File: config.mk
export PLATFORM = sky130hd
export DESIGN_NAME = cond_exec_unit
export DESIGN_NICKNAME = d
export VERILOG_FILES = /design/src/rtl/cond_exec_unit.sv
export SDC_FILE = /design/constraint.sdc
export NUM_CORES = 1
export LEC_CHECK = 0
export BUFFER_PORTS_ARGS = -buffer_cell sky130_fd_sc_hd__buf_2
export CORE_ASPECT_RATIO = 0.75
export CORE_MARGIN = 3
export CORE_UTILIZATION = 40
export CTS_CLUSTER_SIZE = 30
export DETAILED_ROUTE_END_ITERATION = 7
export PLACE_DENSITY = 0.63
export SETUP_SLACK_MARGIN = 0.3
export SLEW_MARGIN = 25
export SYNTH_ARGS = -nofsm -noshare
export SYNTH_HDL_FRONTEND = slang
export SYNTH_SLANG_ARGS = --single-unit
File: constraint.sdc
create_clock -name clk -period 1.9 [get_ports clk]
set_clock_uncertainty 0.2 [all_clocks]
set_input_delay 0.095 -clock clk [delete_from_list [all_inputs] [get_ports clk]]
set_output_delay 0.095 -clock clk [all_outputs]
set_load 0.1 [all_outputs]
File: src/rtl/cond_exec_unit.sv
// cond_exec_unit: execute-stage control register with conditional execution.
// Captures decoded control bits into the E-stage register and evaluates the
// ARM-style condition field against the {N,Z,C,V} flag register. It gates the
// commit strobes and flag writes with the condition result. Flag updates take
// effect at the commit edge and are seen only by the following instruction.
module cond_exec_unit (
    input  logic       clk,
    input  logic       reset,
    input  logic       stall,
    input  logic       flush,
    input  logic [3:0] d_cond,
    input  logic       d_pcs,
    input  logic       d_reg_w,
    input  logic       d_mem_w,
    input  logic       d_mem_to_reg,
    input  logic       d_alu_src,
    input  logic       d_no_write,
    input  logic [1:0] d_flag_w,
    input  logic [1:0] d_alu_control,
    input  logic [3:0] alu_flags,
    output logic [1:0] e_alu_control,
    output logic       e_alu_src,
    output logic       e_mem_to_reg,
    output logic       e_valid,
    output logic       cond_ex,
    output logic       pc_src,
    output logic       reg_write,
    output logic       mem_write,
    output logic [3:0] flags
);

    typedef enum logic [3:0] {
        COND_EQ = 4'b0000,
        COND_NE = 4'b0001,
        COND_CS = 4'b0010,
        COND_CC = 4'b0011,
        COND_MI = 4'b0100,
        COND_PL = 4'b0101,
        COND_VS = 4'b0110,
        COND_VC = 4'b0111,
        COND_HI = 4'b1000,
        COND_LS = 4'b1001,
        COND_GE = 4'b1010,
        COND_LT = 4'b1011,
        COND_GT = 4'b1100,
        COND_LE = 4'b1101,
        COND_AL = 4'b1110,
        COND_NV = 4'b1111
    } cond_t;

    // E-stage register contents
    cond_t      e_cond;
    logic       e_pcs;
    logic       e_reg_w;
    logic       e_mem_w;
    logic       e_no_write;
    logic [1:0] e_flag_w;

    // Flag register fields
    logic       flag_n;
    logic       flag_z;
    logic       flag_c;
    logic       flag_v;

    logic       commit;

    // E-stage register: reset/flush load a bubble, stall holds, otherwise load
    always_ff @(posedge clk) begin
        if (reset || flush) begin
            e_valid       <= 1'b0;
            e_cond        <= COND_EQ;
            e_pcs         <= 1'b0;
            e_reg_w       <= 1'b0;
            e_mem_w       <= 1'b0;
            e_mem_to_reg  <= 1'b0;
            e_alu_src     <= 1'b0;
            e_no_write    <= 1'b0;
            e_flag_w      <= '0;
            e_alu_control <= '0;
        end else if (!stall) begin
            e_valid       <= 1'b1;
            e_cond        <= cond_t'(d_cond);
            e_pcs         <= d_pcs;
            e_reg_w       <= d_reg_w;
            e_mem_w       <= d_mem_w;
            e_mem_to_reg  <= d_mem_to_reg;
            e_alu_src     <= d_alu_src;
            e_no_write    <= d_no_write;
            e_flag_w      <= d_flag_w;
            e_alu_control <= d_alu_control;
        end
    end

    // Condition check against the current (pre-update) flag register
    always_comb begin
        cond_ex = 1'b0;
        case (e_cond)
            COND_EQ: cond_ex = flag_z;
            COND_NE: cond_ex = !flag_z;
            COND_CS: cond_ex = flag_c;
            COND_CC: cond_ex = !flag_c;
            COND_MI: cond_ex = flag_n;
            COND_PL: cond_ex = !flag_n;
            COND_VS: cond_ex = flag_v;
            COND_VC: cond_ex = !flag_v;
            COND_HI: cond_ex = flag_c && !flag_z;
            COND_LS: cond_ex = !flag_c || flag_z;
            COND_GE: cond_ex = (flag_n == flag_v);
            COND_LT: cond_ex = (flag_n != flag_v);
            COND_GT: cond_ex = !flag_z && (flag_n == flag_v);
            COND_LE: cond_ex = flag_z || (flag_n != flag_v);
            COND_AL: cond_ex = 1'b1;
            default: cond_ex = 1'b0;
        endcase
    end

    // Commit qualifier and gated strobes; a taken branch does not flush here
    always_comb begin
        commit    = e_valid && cond_ex && !stall;
        pc_src    = commit && e_pcs;
        mem_write = commit && e_mem_w;
        reg_write = commit && e_reg_w && !e_no_write;
    end

    // Flag register: each half updates only on a committed, selected write
    always_ff @(posedge clk) begin
        if (reset) begin
            flag_n <= 1'b0;
            flag_z <= 1'b0;
            flag_c <= 1'b0;
            flag_v <= 1'b0;
        end else begin
            if (commit && e_flag_w[1]) begin
                flag_n <= alu_flags[3];
                flag_z <= alu_flags[2];
            end
            if (commit && e_flag_w[0]) begin
                flag_c <= alu_flags[1];
                flag_v <= alu_flags[0];
            end
        end
    end

    // Flag register exported as {N,Z,C,V}
    always_comb begin
        flags = {flag_n, flag_z, flag_c, flag_v};
    end

endmodule

==> results.md, run 1 <==
- The worst path arrival time is 1.99 ns.
- The sequential cell area is 397.9 um2.
- The clock passes through at most 2 buffers.
- The final setup TNS is -1.339 ns.
- The die is 49.65 um tall.
- The I/O pin count is 35.
- The cell row count is 15.
- The initial antenna violation count was 0.
- The filler cells instantiated in the layout total 181.
- The region available for standard cell placement spans 2365 um2.
- Global routing used 16.77% of the available tracks across all layers.
- The setup path with the least slack is of type reg -> out.
- The largest driver fanout on the critical path is 3.
- The effective utilization at floorplan is 42.96%.
- The largest registers in the layout are e_cond x4, e_alu_control x2, e_flag_w x2.
- The layout-stage area growth over the synthesis result is 66.13%.
- The number of global-route vias before repair is 907.
- The per-cell via count in the routed design is 4.606.
- The areal power density over the cells is 465.0 nW/um2.
- The register containing the most flip-flops in the final layout is e_cond.
- Summed over all cells, the static leakage comes to 0.7336 nW.
- 0 antenna diodes ended up in the layout.
- Summing the sequential cell areas from Yosys gives 37.44% of the chip area.
- The critical path required time is 1.60 ns.
- The half-perimeter wire length of the detailed placement result is 1.621 mm.
- The final layout net count is 192.
- The final count of pins violating max slew is 0.
- IR analysis of the VDD net gives a maximum drop of 0.4636 mV.
- The final reports fail on negative setup slack.
- TritonCTS built the clock tree.
- During synthesis, Yosys emitted a total of 0 warnings.
- The number of DRC violations after detailed-routing iteration 0 is 13.
- Setup violations remaining at the end of the flow were counted as 6.
- The first global-routing pass estimated 4.174 mm of wire.
- The worst hold path class is in -> reg.
- Setup repair after global routing could not meet its margin everywhere.
- The core utilization of the finished layout is 71.38%.
- The fraction of power spent switching nets is 28.06%.
- The number of nets with antenna violations after detailed routing is 0.
- The share of power burned in registers is 53.0%.
- In the post-route analysis, the smallest setup slack over all paths is -0.3867 ns.
- The startpoint type of the worst setup path is a register.
- The placer's final routability congestion estimate is 0.7622.
- The wire length after detailed routing is 2.732 mm.
- The cell count after synthesis is 108.
- Dividing the detail-routed wire length by the instance count gives 13.46 um.
- The internal portion of the total power is 0.5646 mW.
- Derived from the worst setup path, the maximum achievable clock frequency is 437.3 MHz.
- The relative slew slack is 66.22%.
- In this run, CTS created clock tree buffers numbering 3.
- The area used by multi-input combinational logic is 664.4 um2.
- The number of cells on the worst reg-to-reg path is 8.
- The logic gate share of total power is 21.1%.
- The worst register-to-register path begins at flag_n$_SDFFE_PP0P_.
- The total overflow left after global routing is 0.
- The die width is 64.20 um.
- The count of buffers from port buffering is 34.
- The post-synthesis average cell area is 9.407 um2.
- The synthesis-stage register bit count is 19.
- The clock network latency to the later pin of the worst-skew pair is 0.30 ns.
- The register with the most flip-flops in the layout has 4 of them.
- When the netlist entered floorplanning its net count stood at 130.
- The netlist uses 30 different library cells.
- The hold violation count in the final report is 0.
- Subtracting the final worst setup slack from the clock period gives 2.287 ns.
- Across the run, the number of max-cap violations was 0.
- The mapped netlist covers 1016 um2.
- The floorplan step defined a die boundary enclosing 3187 um2.
- The clock transition at the register clock pins on the worst setup and hold paths after CTS is 0.11 ns.
- The first element of the critical path is flag_v$_SDFFE_PP0P_.
- The routed layout has 935 vias.
- Entering global routing, the biggest net connects 18 pins.
- The number of levels in the clock H-tree is 1.
- At the pin with the least slew margin, the transition time is 0.5067 ns.
- The share of total power dissipated in the clock network is 25.8%.
- The run finished, with violations left.
- The root cell of the clock tree is sky130_fd_sc_hd__clkbuf_4.
- Timing analysis after detailed placement gives a worst setup slack of -0.06511 ns.
- The number of DRC violations after detailed routing is 0.
- In this run the power spent charging and discharging nets is 0.2202 mW.
- In this run the critical register-to-register path is captured at flag_n$_SDFFE_PP0P_.
- The category of the worst setup path capture point is an output port.
- CTS saw 19 sinks.
- The number of iterations in the first detailed-routing pass is 4.
- The final critical path takes up 120.4% of the cycle.
- The most critical setup path has its endpoint at reg_write.
- Across all register-to-register paths, the minimum setup slack is -0.05 ns.
- Of the cells placed in the final design, the portion with a size suffix greater than 1 is 45.56%.
-- power groups by stage --
stage,registers [mW],logic (mW),clock network (mW)
after floorplan,0.450,0.0651,0
after global placement,0.427,0.119,0
after detailed placement,0.428,0.121,0
after CTS,0.416,0.158,0.208
after global routing,0.418,0.179,0.229
final,0.416,0.166,0.203
-- layout make-up --
class	instances	area share, %
clock buffers	3	1.334
repair buffers	69	32.47
clock inverters	1	0.2965
multi-input cells	75	39.36
flip-flops and latches	19	23.57
well taps	34	2.520
inverters	2	0.4448
-- cell usage after synthesis (all sizes together) --
| master | count | area [um2] |
|---|---|---|
| nand2b | 7 | 43.79 |
| a21o | 1 | 7.510 |
| nor3b | 2 | 15.01 |
| nand3 | 1 | 5.000 |
| or2 | 1 | 6.260 |
| or2b | 1 | 7.510 |
| nor4 | 1 | 6.260 |
| nand3b | 3 | 22.52 |
| mux2 | 1 | 15.01 |
| nor2 | 18 | 67.56 |
| clkbuf | 3 | 11.26 |
| and2 | 3 | 18.77 |
| o22ai | 1 | 12.51 |
| mux2i | 20 | 200.2 |
| a211oi | 1 | 12.51 |
| a21oi | 1 | 5.000 |
| nand2 | 3 | 11.26 |
| a31oi | 2 | 12.51 |
| xor2 | 2 | 17.52 |
| dfxtp | 19 | 380.4 |
| o2111ai | 1 | 15.01 |
| inv | 2 | 7.510 |
| and3b | 2 | 18.77 |
| nor2b | 1 | 6.260 |
| a311oi | 1 | 8.760 |
| o2bb2ai | 1 | 8.760 |
| buf | 9 | 72.56 |
-- worst max-delay path, stage by stage, from the launching register on --
cell and delay [ns]:
sky130_fd_sc_hd__dfxtp_4 0.39, sky130_fd_sc_hd__buf_4 0.15, sky130_fd_sc_hd__mux2_4 0.26, sky130_fd_sc_hd__o22ai_2 0.14
sky130_fd_sc_hd__a211oi_4 0.06, sky130_fd_sc_hd__a311oi_4 0.27, sky130_fd_sc_hd__and3b_4 0.26, sky130_fd_sc_hd__buf_12 0.17
-- kinds of logic after synthesis --
logic type             synth area share (%)
AND/OR/NAND/NOR                       22.54
multiplexers                          21.18
buffers and inverters                 8.989
flip-flops                            37.44
XOR/XNOR                              1.724
AO/OA/AOI/OAI                         8.127
-- through the flow --
stage	total power, mW	hold WS, ns	instances	cell area [um2]
after floorplan	0.5147	0.03882	108	1052
final	0.7848	0.05809	203	1688
after global placement	0.5459	0.1240	173	1294
after global routing	0.8260	0.09997	203	1688
after detailed placement	0.5485	0.1366	173	1294
after CTS	0.7819	0.05189	202	1583
-- cells in the final DEF, fill, tap and decap left out, types with 3 or more instances in the layout --
cell / n
sky130_fd_sc_hd__and2_4: 3
sky130_fd_sc_hd__buf_12: 3
sky130_fd_sc_hd__buf_2: 29
sky130_fd_sc_hd__buf_4: 11
sky130_fd_sc_hd__clkbuf_4: 4
sky130_fd_sc_hd__dfxtp_1: 11
sky130_fd_sc_hd__dfxtp_2: 5
sky130_fd_sc_hd__dfxtp_4: 3
sky130_fd_sc_hd__dlygate4sd3_1: 23
sky130_fd_sc_hd__mux2i_1: 19
sky130_fd_sc_hd__nand2_1: 3
sky130_fd_sc_hd__nand2b_1: 7
sky130_fd_sc_hd__nand3b_1: 3
sky130_fd_sc_hd__nor2_1: 17
-- routing by layer --
metal	track usage, %	share of wire, %	vias up
met4	3.158	0.92	0
li1	-	-	486
met5	0	0	-
met1	20.75	44	424
met2	28.30	50	21
met3	5.923	4.7	4
-- what timing repair did --
item / in CTS / in global routing
hold buffers: 23 / 0
hold endpoints to repair: 18 / 0
pin swaps: 3 / 4
resized for setup: 6 / 16
setup endpoints to repair: 8 / 9
gates cloned: 0 / 0
buffers inserted: 2 / 1
-- worst min-delay path by stage --
stage	startpoint	endpoint	slack, ns	cells past startpoint
2_1_floorplan	d_cond[1]	e_cond[1]$_SDFFE_PP0N_	0.04	2
3_3_place_gp	d_mem_to_reg	e_mem_to_reg$_SDFFE_PP0N_	0.12	3
3_5_place_dp	d_alu_src	e_alu_src$_SDFFE_PP0N_	0.14	3
4_1_cts	flush	e_valid$_SDFFE_PP0N_	0.05	3
5_1_grt	flush	e_valid$_SDFFE_PP0N_	0.1	3
6_report	flush	e_valid$_SDFFE_PP0N_	0.06	3
Power figures use the tool's default switching activity.
==> run 2: changes to the inputs <==
--- a/config.mk
+++ b/config.mk
@@ -17,3 +17,4 @@
 export SYNTH_ARGS = -nofsm -noshare
 export SYNTH_HDL_FRONTEND = slang
 export SYNTH_SLANG_ARGS = --single-unit
+export TNS_END_PERCENT = 5
==> run 2 against run 1 <==
  * The flow still finishes with violations (negative setup slack)
  * Sequential share of layout area is 0.61 points higher
  * Hold slack worse by 0.017 ns
  * Core utilization is 1.8 points lower
  * Final cell count is 1.5% higher
  * Sequential cell count stayed put
  * Setup slack better by 0.043 ns
  * Die area stayed put
  * Total power is 0.12% lower
  * Maximum frequency is 1.9% higher
  * Global-route usage is 0.064 points higher
  * Register-to-register slack better by 0.09 ns
  * Count of clock-buffer cells in the layout stayed put
==> results.md, run 2 (synthesis gave the netlist of run 1 again) <==
- The flow ran to the end, but the final reports show violations.
- The final reports fail on negative setup slack.
- The number of filler instances in the final layout is 192.
- The total number of clock tree sinks is 19.
- The floorplan step defined a die boundary enclosing 3187 um2.
- The transition time of the tightest slew-check pin is 0.4766 ns.
- The path type of the worst setup path is reg -> out.
- The logic gate share of total power is 20.8%.
- The share of total power in the clock network is 26.0%.
- The hold violation count in the final report is 0.
- The largest registers in the layout are e_cond x4, e_alu_control x2, e_flag_w x2.
- The deepest clock path buffer count is 2.
- Setup violations remaining at the end of the flow were counted as 4.
- The number of maximum-capacitance constraint violations is 0.
- The floorplan has 15 rows.
- The count of cells in the finished layout, fillers not included, comes to 206.
- The I/O pin count is 35.
- The final count of pins violating max slew is 0.
- STA classifies the critical path startpoint as a register.
- The layout-stage area growth over the synthesis result is 61.95%.
- The number of DRC violations after detailed-routing iteration 0 is 34.
- Measured along the x axis, the die boundary spans 64.20 um.
- The worst supply voltage drop on vdd is 0.3565 mV.
- The most common cell after layout, fill and taps aside is sky130_fd_sc_hd__buf_2.
- After detailed routing, the average wire length per cell comes to 12.27 um.
- Global routing used 16.83% of the available tracks.
- The final setup TNS is -1.110 ns.
- Entering global routing, the biggest net connects 18 pins.
- The fraction of power spent switching nets is 27.77%.
- Leaving out fill and tap cells, the most frequent cells in the layout are sky130_fd_sc_hd__buf_2, sky130_fd_sc_hd__dlygate4sd3_1, sky130_fd_sc_hd__nor2_1, sky130_fd_sc_hd__mux2i_1, sky130_fd_sc_hd__buf_4.
- The worst hold path class is in -> reg.
- After layout, the minimum clock period comes to 2.244 ns.
- The floorplan step set the die height to 49.65 um.
- The worst register-to-register path begins at flag_v$_SDFFE_PP0P_.
- Summed over all layers, the global routing overflow is 0.
- The worst path arrival time is 1.95 ns.
- The number of levels in the clock H-tree is 1.
- The hold path depth is 3.
- In this run the tool buffered the top-level ports with 34 buffer cells.
- The clock transition at the register clock pins on the worst setup and hold paths after CTS is 0.11 ns.
- In the finished design, the share of the clock period the worst path needs comes to 118.1%.
- The half-perimeter wire length of the detailed placement result is 1.627 mm.
- The per-cell via count in the routed design is 4.670.
- Total power for the finished layout comes to 0.7839 mW.
- Routability-driven placement finished with a final weighted congestion of 0.7891.
- The proportion of layout cells with a drive suffix above 1 is 45.93%.
- Wires add up to 2.527 mm.
- The areal power density over the cells is 476.4 nW/um2.
- The placeable core region is 2365 um2.
- The largest driver fanout on the critical path is 3.
- Summed over all cells, the static leakage comes to 0.7388 nW.
- The total via count in the routed design is 962.
- In this run, CTS created clock tree buffers numbering 3.
- The worst pin sits at a relative slew slack of 68.23%.
- At the worst endpoint, the required time is 1.60 ns.
- Sequential cells account for 53.1% of the total power.
- The tree is rooted in a sky130_fd_sc_hd__clkbuf_4.
- The analysis attributes to net switching a power of 0.2177 mW.
- For this run, the share of the core covered by cells in the final layout is 69.58%.
- The number of iterations in the first detailed-routing pass is 4.
- The antenna diode count is 0.
- The number of global-route vias before repair is 934.
- The internal power component is 0.5662 mW.
- The initial antenna violation count came to 0.
- TritonCTS built the clock tree.
- The wire length of the first global-routing pass is 4.202 mm.
- For the worst-skew pair, the clock arrives at the later sink with an insertion delay of 0.30 ns.
- The flip-flop count of the largest register after layout is 4.
- The register containing the most flip-flops in the final layout is e_cond.
- The path with the worst hold slack has its endpoint at e_valid$_SDFFE_PP0N_.
- In this run the remaining antenna-violating nets after routing total 0.
- The startpoint of the worst hold path is flush.
- The number of cells on the worst reg-to-reg path is 8.
- The initial utilization of the core area, before any placement, comes to 42.96%.
- The final layout net count is 195.
- The worst register-to-register path has a setup slack of 0.04 ns.
- Including well taps, the total number of placed cells is 176.
- The number of DRC violations after detailed routing is 0.
- Final hold analysis gives a worst-case slack of 0.04082 ns.
- The worst register-to-register path ends at flag_z$_SDFFE_PP0P_.
- For this run, the top clock speed supported by timing is 445.7 MHz.
- STA classifies the critical path endpoint as an output port.
- Setup repair after global routing could not meet its margin everywhere.
- In the post-route analysis, the smallest setup slack over all paths is -0.3438 ns.
## run 2: timing repair
action | CTS | global route
gates resized for setup | 10 | 5
endpoints found under the setup margin | 8 | 9
pin swaps | 5 | 1
hold buffers | 23 | 0
setup buffers | 3 | 0
hold endpoints to repair | 18 | 0
## run 2: worst max-delay path by stage
| stage | startpoint | to | cells after the start |
|---|---|---|---|
| 4_1_cts | flag_v$_SDFFE_PP0P_ | reg_write | 6 |
| 3_5_place_dp | flag_v$_SDFFE_PP0P_ | reg_write | 6 |
| 5_1_grt | flag_v$_SDFFE_PP0P_ | reg_write | 7 |
| 6_report | flag_v$_SDFFE_PP0P_ | reg_write | 7 |
| 2_1_floorplan | e_cond[1]$_SDFFE_PP0N_ | reg_write | 6 |
| 3_3_place_gp | e_cond[2]$_SDFFE_PP0N_ | reg_write | 6 |
## run 2: worst max-delay path, cell delays in order (launching register included)
cell and delay (ns):
sky130_fd_sc_hd__dfxtp_4 0.38, sky130_fd_sc_hd__buf_4 0.13, sky130_fd_sc_hd__mux2_4 0.26, sky130_fd_sc_hd__o22ai_2 0.10, sky130_fd_sc_hd__a211oi_2 0.06, sky130_fd_sc_hd__a311oi_2 0.29, sky130_fd_sc_hd__and3b_4 0.25, sky130_fd_sc_hd__buf_12 0.17
## run 2: metal layers
| metal | wire length, um | vias up | GRT usage (%) | part of all wire (%) |
|---|---|---|---|---|
| li1 | - | 490 | - | - |
| met1 | 1157 | 445 | 19.94 | 46 |
| met2 | 1220 | 23 | 29.85 | 48 |
| met3 | 112 | 4 | 5.239 | 4.4 |
| met4 | 36 | 0 | 3.509 | 1.4 |
| met5 | 0 | - | 0 | 0 |
## run 2: power by group through the flow
stage | clock [mW] | combinational, mW | sequential [mW]
after floorplan | 0 | 0.0651 | 0.450
after global placement | 0 | 0.122 | 0.427
after detailed placement | 0 | 0.123 | 0.428
after CTS | 0.212 | 0.161 | 0.416
after global routing | 0.230 | 0.176 | 0.419
final | 0.204 | 0.163 | 0.417
## run 2: final cells by class
| cell class | count | area, um2 | area share, % |
|---|---|---|---|
| flip-flops and latches | 19 | 397.9 | 24.18 |
| multi-input cells | 75 | 603.1 | 36.65 |
| inverters | 2 | 7.507 | 0.4563 |
| repair buffers | 72 | 566.8 | 34.45 |
| well taps | 34 | 42.54 | 2.586 |
| clock inverters | 1 | 5.005 | 0.3042 |
| clock buffers | 3 | 22.52 | 1.369 |
## run 2: through the flow
stage | instance area, um2 | worst slack, ns
floorplan | 1052 | 0.003771
finish | 1645 | -0.3438
global placement | 1316 | -0.03390
detailed placement | 1316 | -0.05880
CTS | 1627 | -0.3718
global route | 1645 | -0.4528
